--- src/rtl/cu_pkg.sv ---
`default_nettype none
// ============================================================================
//  Module      : cu_pkg
//  Description : Shared encodings for the control unit: FSM state codes,
//                opcodes, register-function codes, mux-select codes, the
//                control-word struct and small helper functions.
//  Ports       : none (package)
//  Revision    : 1.0  initial release
// ============================================================================
package cu_pkg;

   // State codes are visible on t_state, so the values are fixed.
   typedef enum logic [2:0] {
      S_IDLE    = 3'd0,
      S_FETCH_L = 3'd1,
      S_FETCH_H = 3'd2,
      S_DECODE  = 3'd3,
      S_EXEC    = 3'd4,
      S_HALT    = 3'd7
   } state_t;

   // Opcodes (ir[15:12])
   localparam logic [3:0] OP_NOP       = 4'h0;
   localparam logic [3:0] OP_LDI       = 4'h1;
   localparam logic [3:0] OP_ALU_FIRST = 4'h2;
   localparam logic [3:0] OP_ALU_LAST  = 4'h7;
   localparam logic [3:0] OP_LD        = 4'h8;
   localparam logic [3:0] OP_ST        = 4'h9;
   localparam logic [3:0] OP_BZ        = 4'hA;
   localparam logic [3:0] OP_LDAR      = 4'hB;
   localparam logic [3:0] OP_HLT       = 4'hF;

   // Register functions (IR, ARF, RF); 2'b10 is decrement, not issued here.
   localparam logic [1:0] FUN_CLEAR = 2'b00;
   localparam logic [1:0] FUN_LOAD  = 2'b01;
   localparam logic [1:0] FUN_INC   = 2'b11;

   // Mux selects
   localparam logic [1:0] MUXA_ALU  = 2'b00;
   localparam logic [1:0] MUXA_IRL  = 2'b01;
   localparam logic [1:0] MUXA_MEM  = 2'b10;
   localparam logic [1:0] MUXB_IR   = 2'b10;
   localparam logic [1:0] OUTB_PC   = 2'b00;
   localparam logic [1:0] OUTB_AR   = 2'b01;

   localparam logic [3:0] ALU_PASS_A = 4'b0000;
   localparam logic [3:0] ARF_PC     = 4'b0001;
   localparam logic [3:0] ARF_AR     = 4'b0010;
   localparam int         FLAG_Z     = 3;

   typedef struct packed {
      logic [1:0] outasel;
      logic [1:0] outbsel;
      logic [1:0] muxsel_a;
      logic [1:0] muxsel_b;
      logic [1:0] funsel_ir;
      logic [1:0] funsel_arf;
      logic [1:0] funsel_rf;
      logic [3:0] funsel_alu;
      logic [3:0] regsel_rf;
      logic [3:0] regsel_arf;
      logic       cs_mem;
      logic       wr_mem;
      logic       ir_enable;
      logic       ir_lh;
      logic       muxsel_c;
      logic [2:0] rf_o1sel;
      logic [2:0] rf_o2sel;
      logic [3:0] rf_tsel;
   } ctrl_t;

   // Quiescent control word: no enables, all selects zero.
   function automatic ctrl_t ctrl_none();
      ctrl_t c;
      c            = '0;
      c.funsel_ir  = FUN_CLEAR;
      c.funsel_arf = FUN_CLEAR;
      c.funsel_rf  = FUN_CLEAR;
      return c;
   endfunction

   function automatic logic [3:0] onehot4(input logic [1:0] idx);
      return 4'b0001 << idx;
   endfunction

   // Both fetch halves read memory at PC, load one IR byte and bump PC.
   function automatic ctrl_t fetch_ctrl(input logic high_half);
      ctrl_t c;
      c            = ctrl_none();
      c.cs_mem     = 1'b1;
      c.outbsel    = OUTB_PC;
      c.ir_enable  = 1'b1;
      c.funsel_ir  = FUN_LOAD;
      c.ir_lh      = high_half;
      c.regsel_arf = ARF_PC;
      c.funsel_arf = FUN_INC;
      return c;
   endfunction

endpackage
`default_nettype wire

--- src/rtl/cu_decode.sv ---
`default_nettype none
// ============================================================================
//  Module      : cu_decode
//  Description : Combinational mapping from the instruction register (and the
//                Z flag for BZ) to the control word driven during EXEC.
//  Ports       : ir       in  16  instruction register
//                alu_flag in  4   {Z,C,N,O}, Z in bit 3
//                ctrl     out     EXEC control word
//                hlt      out 1   instruction is HLT
//  Revision    : 1.0  initial release
// ============================================================================
module cu_decode
   import cu_pkg::*;
#(
   parameter int OPW = 4
) (
   input  logic [15:0] ir,
   input  logic [3:0]  alu_flag,
   output ctrl_t       ctrl,
   output logic        hlt
);

   logic [OPW-1:0] op;
   logic [1:0]     rd;
   logic [1:0]     rs1;
   logic [1:0]     rs2;
   logic           unused_bits;

   assign op  = ir[15 -: OPW];
   assign rd  = ir[11:10];
   assign rs1 = ir[9:8];
   assign rs2 = ir[7:6];
   assign hlt = (op == OP_HLT);

   // Low IR byte reaches the RF through muxsel_a, C/N/O only matter to the ALU.
   assign unused_bits = ^{ir[5:0], alu_flag[2:0]};

   always_comb begin
      ctrl = ctrl_none();
      case (op) inside
         OP_NOP: ;
         OP_LDI: begin
            ctrl.muxsel_a  = MUXA_IRL;
            ctrl.funsel_rf = FUN_LOAD;
            ctrl.regsel_rf = onehot4(rd);
         end
         [OP_ALU_FIRST:OP_ALU_LAST]: begin
            ctrl.funsel_alu = {1'b0, op[2:0]};
            ctrl.rf_o1sel   = {1'b0, rs1};
            ctrl.rf_o2sel   = {1'b0, rs2};
            ctrl.muxsel_c   = 1'b0;
            ctrl.muxsel_a   = MUXA_ALU;
            ctrl.funsel_rf  = FUN_LOAD;
            ctrl.regsel_rf  = onehot4(rd);
         end
         OP_LD: begin
            ctrl.cs_mem    = 1'b1;
            ctrl.wr_mem    = 1'b0;
            ctrl.outbsel   = OUTB_AR;
            ctrl.muxsel_a  = MUXA_MEM;
            ctrl.funsel_rf = FUN_LOAD;
            ctrl.regsel_rf = onehot4(rd);
         end
         OP_ST: begin
            ctrl.rf_o1sel   = {1'b0, rs1};
            ctrl.funsel_alu = ALU_PASS_A;
            ctrl.cs_mem     = 1'b1;
            ctrl.wr_mem     = 1'b1;
            ctrl.outbsel    = OUTB_AR;
         end
         OP_BZ: begin
            if (alu_flag[FLAG_Z]) begin
               ctrl.muxsel_b   = MUXB_IR;
               ctrl.funsel_arf = FUN_LOAD;
               ctrl.regsel_arf = ARF_PC;
            end
         end
         OP_LDAR: begin
            ctrl.muxsel_b   = MUXB_IR;
            ctrl.funsel_arf = FUN_LOAD;
            ctrl.regsel_arf = ARF_AR;
         end
         // 0xC-0xE behave as NOP; HLT itself drives no enables.
         default: ;
      endcase
   end

endmodule
`default_nettype wire

--- src/rtl/control_unit.sv ---
`default_nettype none
// ============================================================================
//  Module      : control_unit
//  Description : Four-cycle instruction sequencer (FETCH_L, FETCH_H, DECODE,
//                EXEC) with IDLE and HALT, driving datapath mux selects,
//                register functions and memory strobes.
//  Ports       : clock, reset (sync, active-high), run, ir[15:0],
//                alu_flag[3:0] in; halted, t_state[2:0], mux selects,
//                register functions/enables, memory strobes, RF selects out.
//  Revision    : 1.0  initial release
// ============================================================================
module control_unit
   import cu_pkg::*;
#(
   parameter int OPW = 4
) (
   input  logic        clock,
   input  logic        reset,
   input  logic        run,
   input  logic [15:0] ir,
   input  logic [3:0]  alu_flag,
   output logic        halted,
   output logic [2:0]  t_state,
   output logic [1:0]  outasel,
   output logic [1:0]  outbsel,
   output logic [1:0]  muxsel_a,
   output logic [1:0]  muxsel_b,
   output logic [1:0]  funsel_ir,
   output logic [1:0]  funsel_arf,
   output logic [1:0]  funsel_rf,
   output logic [3:0]  funsel_alu,
   output logic [3:0]  regsel_rf,
   output logic [3:0]  regsel_arf,
   output logic        cs_mem,
   output logic        wr_mem,
   output logic        ir_enable,
   output logic        ir_lh,
   output logic        muxsel_c,
   output logic [2:0]  rf_o1sel,
   output logic [2:0]  rf_o2sel,
   output logic [3:0]  rf_tsel
);

   state_t state;
   ctrl_t  exec_ctrl;
   ctrl_t  ctrl;
   logic   is_hlt;

   cu_decode #(
      .OPW (OPW)
   ) u_decode (
      .ir       (ir),
      .alu_flag (alu_flag),
      .ctrl     (exec_ctrl),
      .hlt      (is_hlt)
   );

   // HALT is only left through reset; run is sampled only at EXEC/IDLE so a
   // falling run lets the current instruction finish.
   always_ff @(posedge clock) begin
      if (reset) begin
         state <= S_IDLE;
      end else begin
         case (state)
            S_IDLE:    if (run) state <= S_FETCH_L;
            S_FETCH_L: state <= S_FETCH_H;
            S_FETCH_H: state <= S_DECODE;
            S_DECODE:  state <= S_EXEC;
            S_EXEC: begin
               if (is_hlt)   state <= S_HALT;
               else if (run) state <= S_FETCH_L;
               else          state <= S_IDLE;
            end
            S_HALT:    state <= S_HALT;
            default:   state <= S_IDLE;
         endcase
      end
   end

   // Reset masks the decode so no strobe escapes in the cycle reset is seen,
   // even when the state register still holds a fetch or EXEC state.
   always_comb begin
      ctrl = ctrl_none();
      if (!reset) begin
         case (state)
            S_FETCH_L: ctrl = fetch_ctrl(1'b0);
            S_FETCH_H: ctrl = fetch_ctrl(1'b1);
            S_EXEC:    ctrl = exec_ctrl;
            default:   ;
         endcase
      end
   end

   assign halted     = (state == S_HALT) && !reset;
   assign t_state    = reset ? 3'd0 : state;
   assign outasel    = ctrl.outasel;
   assign outbsel    = ctrl.outbsel;
   assign muxsel_a   = ctrl.muxsel_a;
   assign muxsel_b   = ctrl.muxsel_b;
   assign funsel_ir  = ctrl.funsel_ir;
   assign funsel_arf = ctrl.funsel_arf;
   assign funsel_rf  = ctrl.funsel_rf;
   assign funsel_alu = ctrl.funsel_alu;
   assign regsel_rf  = ctrl.regsel_rf;
   assign regsel_arf = ctrl.regsel_arf;
   assign cs_mem     = ctrl.cs_mem;
   assign wr_mem     = ctrl.wr_mem;
   assign ir_enable  = ctrl.ir_enable;
   assign ir_lh      = ctrl.ir_lh;
   assign muxsel_c   = ctrl.muxsel_c;
   assign rf_o1sel   = ctrl.rf_o1sel;
   assign rf_o2sel   = ctrl.rf_o2sel;
   assign rf_tsel    = ctrl.rf_tsel;

endmodule
`default_nettype wire

--- config.mk ---
export PLATFORM = sky130hd
export DESIGN_NAME = control_unit
export DESIGN_NICKNAME = d
export VERILOG_FILES = /design/src/rtl/cu_pkg.sv /design/src/rtl/cu_decode.sv /design/src/rtl/control_unit.sv
export SDC_FILE = /design/constraint.sdc
export NUM_CORES = 1
export LEC_CHECK = 0
export BUFFER_PORTS_ARGS = -buffer_cell sky130_fd_sc_hd__buf_2
export CAP_MARGIN = 20
export CELL_PAD_IN_SITES_DETAIL_PLACEMENT = 1
export CELL_PAD_IN_SITES_GLOBAL_PLACEMENT = 1
export CORE_MARGIN = 5
export CORE_UTILIZATION = 21
export DETAILED_ROUTE_END_ITERATION = 10
export PLACE_DENSITY_LB_ADDON = 0.1
export SLEW_MARGIN = 15
export SYNTH_ARGS = -nofsm -noshare
export SYNTH_HDL_FRONTEND = slang
export SYNTH_SLANG_ARGS = --single-unit
--- constraint.sdc ---
create_clock -name clock -period 4.95 [get_ports clock]
set_clock_uncertainty 0.15 [all_clocks]
set_input_delay 0.495 -clock clock [delete_from_list [all_inputs] [get_ports clock]]
set_output_delay 0.495 -clock clock [all_outputs]
set_load 0.01 [all_outputs]
==> tab_implementation.tex <==
\begin{tabular}{lr}
\hline
Metric & Value \\
\hline
\multicolumn{2}{l}{\textbf{Status}} \\
Status & finished, final reports clean \\
\multicolumn{2}{l}{\textbf{Final layout}} \\
Synth-to-Final Area Change & 29.6\% \\
Commonest non-fill, non-tap cell in the layout & buf\_2 \\
Nets & 149 \\
Share of final-layout standard cells stronger than drive strength 1 & 39.2\% \\
Largest register by flop count & state \\
Leading cell types in the layout, fill and taps excluded & buf\_2 (42), conb\_1 (16), nor2\_1 (9) \\
Max FFs per register & 3 \\
Diode count & 0 \\
Area taken by flip-flops and latches & 60.1 sq um \\
Fill cell count & 369 \\
Biggest registers after layout & state (3) \\
Multi-input gate area in the final layout & 388 sq um \\
\multicolumn{2}{l}{\textbf{Timing}} \\
Worst slew margin relative to its limit & 67.3\% \\
Number of pins with negative max-slew slack in the final report & 0 \\
Peak clock frequency supported by timing & 376 MHz \\
Number of hold violations in the final report & 0 \\
Clock period minus worst slack & 2.66 ns \\
Final critical-path share of the clock period & 53.7\% \\
Final setup vio count & 0 \\
Transition at the pin with the smallest max-transition slack & 0.484 ns \\
Setup tns final & 0 ns \\
RSZ-0062 raised after global routing & no \\
\multicolumn{2}{l}{\textbf{GRT}} \\
Antenna violations before repair & 0 \\
Via count of the first global-routing pass & 627 \\
GRT Total Usage & 8.29\% \\
Pin count of the biggest net entering global routing & 11 \\
GR Overflow Total & 0 \\
First-pass GRT wire length & 2750 um \\
\multicolumn{2}{l}{\textbf{Placed design}} \\
Number of port buffers & 42 \\
DP Wirelength & 1480 um \\
Placer's final routability congestion estimate & 0.735 \\
\multicolumn{2}{l}{\textbf{Clocking}} \\
Number of clock buffers inserted by TritonCTS & 3 \\
Clock buffer depth & 2 \\
Number of H-tree levels & 1 \\
Clock tree from TritonCTS & yes \\
Worst-skew pair later-pin latency & 0.23 ns \\
Clk root buf & clkbuf\_4 \\
Hold buffer count at cts & 0 \\
Total setup buffers inserted after CTS & 0 \\
Post\_cts resized & 0 \\
Clock sink count & 3 \\
Clk pin slew, worst setup/hold paths & 0.04 ns \\
\multicolumn{2}{l}{\textbf{Worst hold path}} \\
Path category of the worst min-delay check & in -> reg \\
Number of cells on the worst hold path & 2 \\
\multicolumn{2}{l}{\textbf{Power}} \\
Highest ir drop seen on vdd & 0.000141 V \\
Part of the power in registers & 26.5\% \\
Clock network fraction of total power & 31.5\% \\
Lkg Pwr & 0.475 nW \\
Sw frac & 40.7\% \\
Int Pwr & 0.0000812 W \\
Gate power share & 42.0\% \\
Design Power & 0.000137 W \\
Switching power total & 0.0000556 W \\
PwrDens & 183 nW/um\^{}2 \\
\multicolumn{2}{l}{\textbf{Route}} \\
Drt total wl & 1750 um \\
DR DRC count & 0 \\
Residual antenna-violating net count after detailed routing & 0 \\
Vias per cell & 4.30 \\
DR vias & 671 \\
DRT Pass-1 Iters & 4 \\
Number of violations reported at the end of detailed-routing iteration 0 & 20 \\
Wire length per cell & 11.2 um \\
\multicolumn{2}{l}{\textbf{Setup path}} \\
Req. time, crit path & 4.30 ns \\
Slowest library cell on the worst path & or4b\_4 \\
Max FO, Critical Path & 9 \\
Critical path class & reg -> out \\
Ordered list of cells on the worst path & or4b\_4 > or3\_1 > o21ai\_0 > buf\_2 \\
Cell depth of the worst flop-to-flop path & 2 \\
Arrival time of the worst setup path & 2.01 ns \\
Kind of start point of the critical path & register \\
Stage delay of the slowest cell on the critical path & 0.61 ns \\
Sort of element at the end of the critical path & output port \\
FF-to-FF setup slack & 3.45 ns \\
\multicolumn{2}{l}{\textbf{Logic synthesis}} \\
Unique masters post-synth & 29 \\
Portion of the post-synthesis area used by sequential elements & 10.4\% \\
Post-synthesis register bit count & 3 \\
Count of synthesis-stage warnings from yosys & 0 \\
Cell count after synthesis & 86 \\
Area of the mapped netlist & 576 sq um \\
Avg Cell Area, Syn & 6.69 sq um \\
\multicolumn{2}{l}{\textbf{Floorplanning}} \\
Die extent in y & 62.4 um \\
Core footprint & 2690 sq um \\
Number of core rows & 19 \\
Initial cell density of the core & 21.4\% \\
Die Wd & 62.4 um \\
I/O pins & 68 \\
Floorplan die area & 3890 sq um \\
\multicolumn{2}{l}{\textbf{Run}} \\
Max-capacitance violation count & 0 \\
\hline
\end{tabular}
-- critical path: cells and delay by family, from the launching register on --
kind                   cells  cell delay, ns
and+or+nand+nor            2            1.03
AOI/OAI and AO/OA          1            0.20
DFF                        1            0.39
buffers and inverters      1            0.16
-- through the flow --
| step | instance area, sq um | std cells | utilization [%] | hold slack, ns | setup slack, ns |
|---|---|---|---|---|---|
| after CTS | 746 | 156 | 27.8 | 0.376 | 2.26 |
| after global placement | 719 | 152 | 26.8 | 0.453 | 2.37 |
| after floorplan | 632 | 101 | - | 0.385 | 2.56 |
| after detailed placement | 719 | 152 | 26.8 | 0.450 | 2.33 |
| after global routing | 746 | 156 | 27.8 | 0.419 | 2.20 |
| final | 746 | 156 | 27.8 | 0.381 | 2.29 |
-- synthesized netlist by cell type --
master     instances  area [sq um]
and2_1             5          31.3
or4b_4             1          13.8
a311oi_1           1          8.76
o211ai_1           1          7.51
o21ai_0            5          25.0
or3_4              1          11.3
nand2_1            6          22.5
nand3_1            2          10.0
clkbuf_1           2          7.51
or3_1              1          6.26
nand4bb_1          1          11.3
nor4b_1            1          8.76
buf_4             19           143
nor2_1             9          33.8
dfxtp_1            3          60.1
nor3_1             2          10.0
nor3b_1            2          15.0
or4_1              1          7.51
inv_1              5          18.8
nor4_1             2          12.5
buf_6              1          11.3
o31a_1             1          8.76
nor2b_1            4          25.0
xor2_1             1          8.76
conb_1             1          3.75
nand2b_1           2          12.5
inv_2              1          3.75
and3_1             4          25.0
nor3b_2            1          12.5
-- final cells by class --
cell class | instances | share of cell area (%)
clock buffers | 4 | 3.52
inverters | 6 | 3.02
multi-input cells | 70 | 52.0
flip-flops and latches | 3 | 8.05
well taps | 31 | 5.20
repair buffers | 42 | 28.2
-- path summary, 6_finish.rpt --
kind	start	to
worst max-delay path	state[1]	funsel_arf[0]
worst min-delay path	reset	state[1]
worst max register to register	state[1]	state[1]
worst min register to register	state[2]	state[1]
-- layer usage --
| metal | vias up | global-route usage, % | wire (um) |
|---|---|---|---|
| li1 | 330 | - | - |
| met1 | 307 | 9.72 | 719 |
| met2 | 32 | 14.1 | 855 |
| met3 | 2 | 2.34 | 162 |
| met4 | 0 | 3.18 | 13 |
| met5 | - | 0 | 0 |
-- kinds of logic after synthesis --
| family | share of synthesized area, % |
|---|---|
| simple gates | 46.7 |
| other cells | 0.652 |
| xor+xnor | 1.52 |
| flops | 10.4 |
| buf+inv | 32.0 |
| compound gates | 8.70 |
-- power by group through the flow --
stage / clock [W] / sequential, W / combinational, W
after global routing: 0.0000469 / 0.0000377 / 0.0000645
after detailed placement: 0 / 0.0000368 / 0.0000581
after floorplan: 0 / 0.0000295 / 0.0000589
after CTS: 0.0000447 / 0.0000365 / 0.0000585
final: 0.0000431 / 0.0000363 / 0.0000574
after global placement: 0 / 0.0000372 / 0.0000568
(Power assumes the default switching activity.)
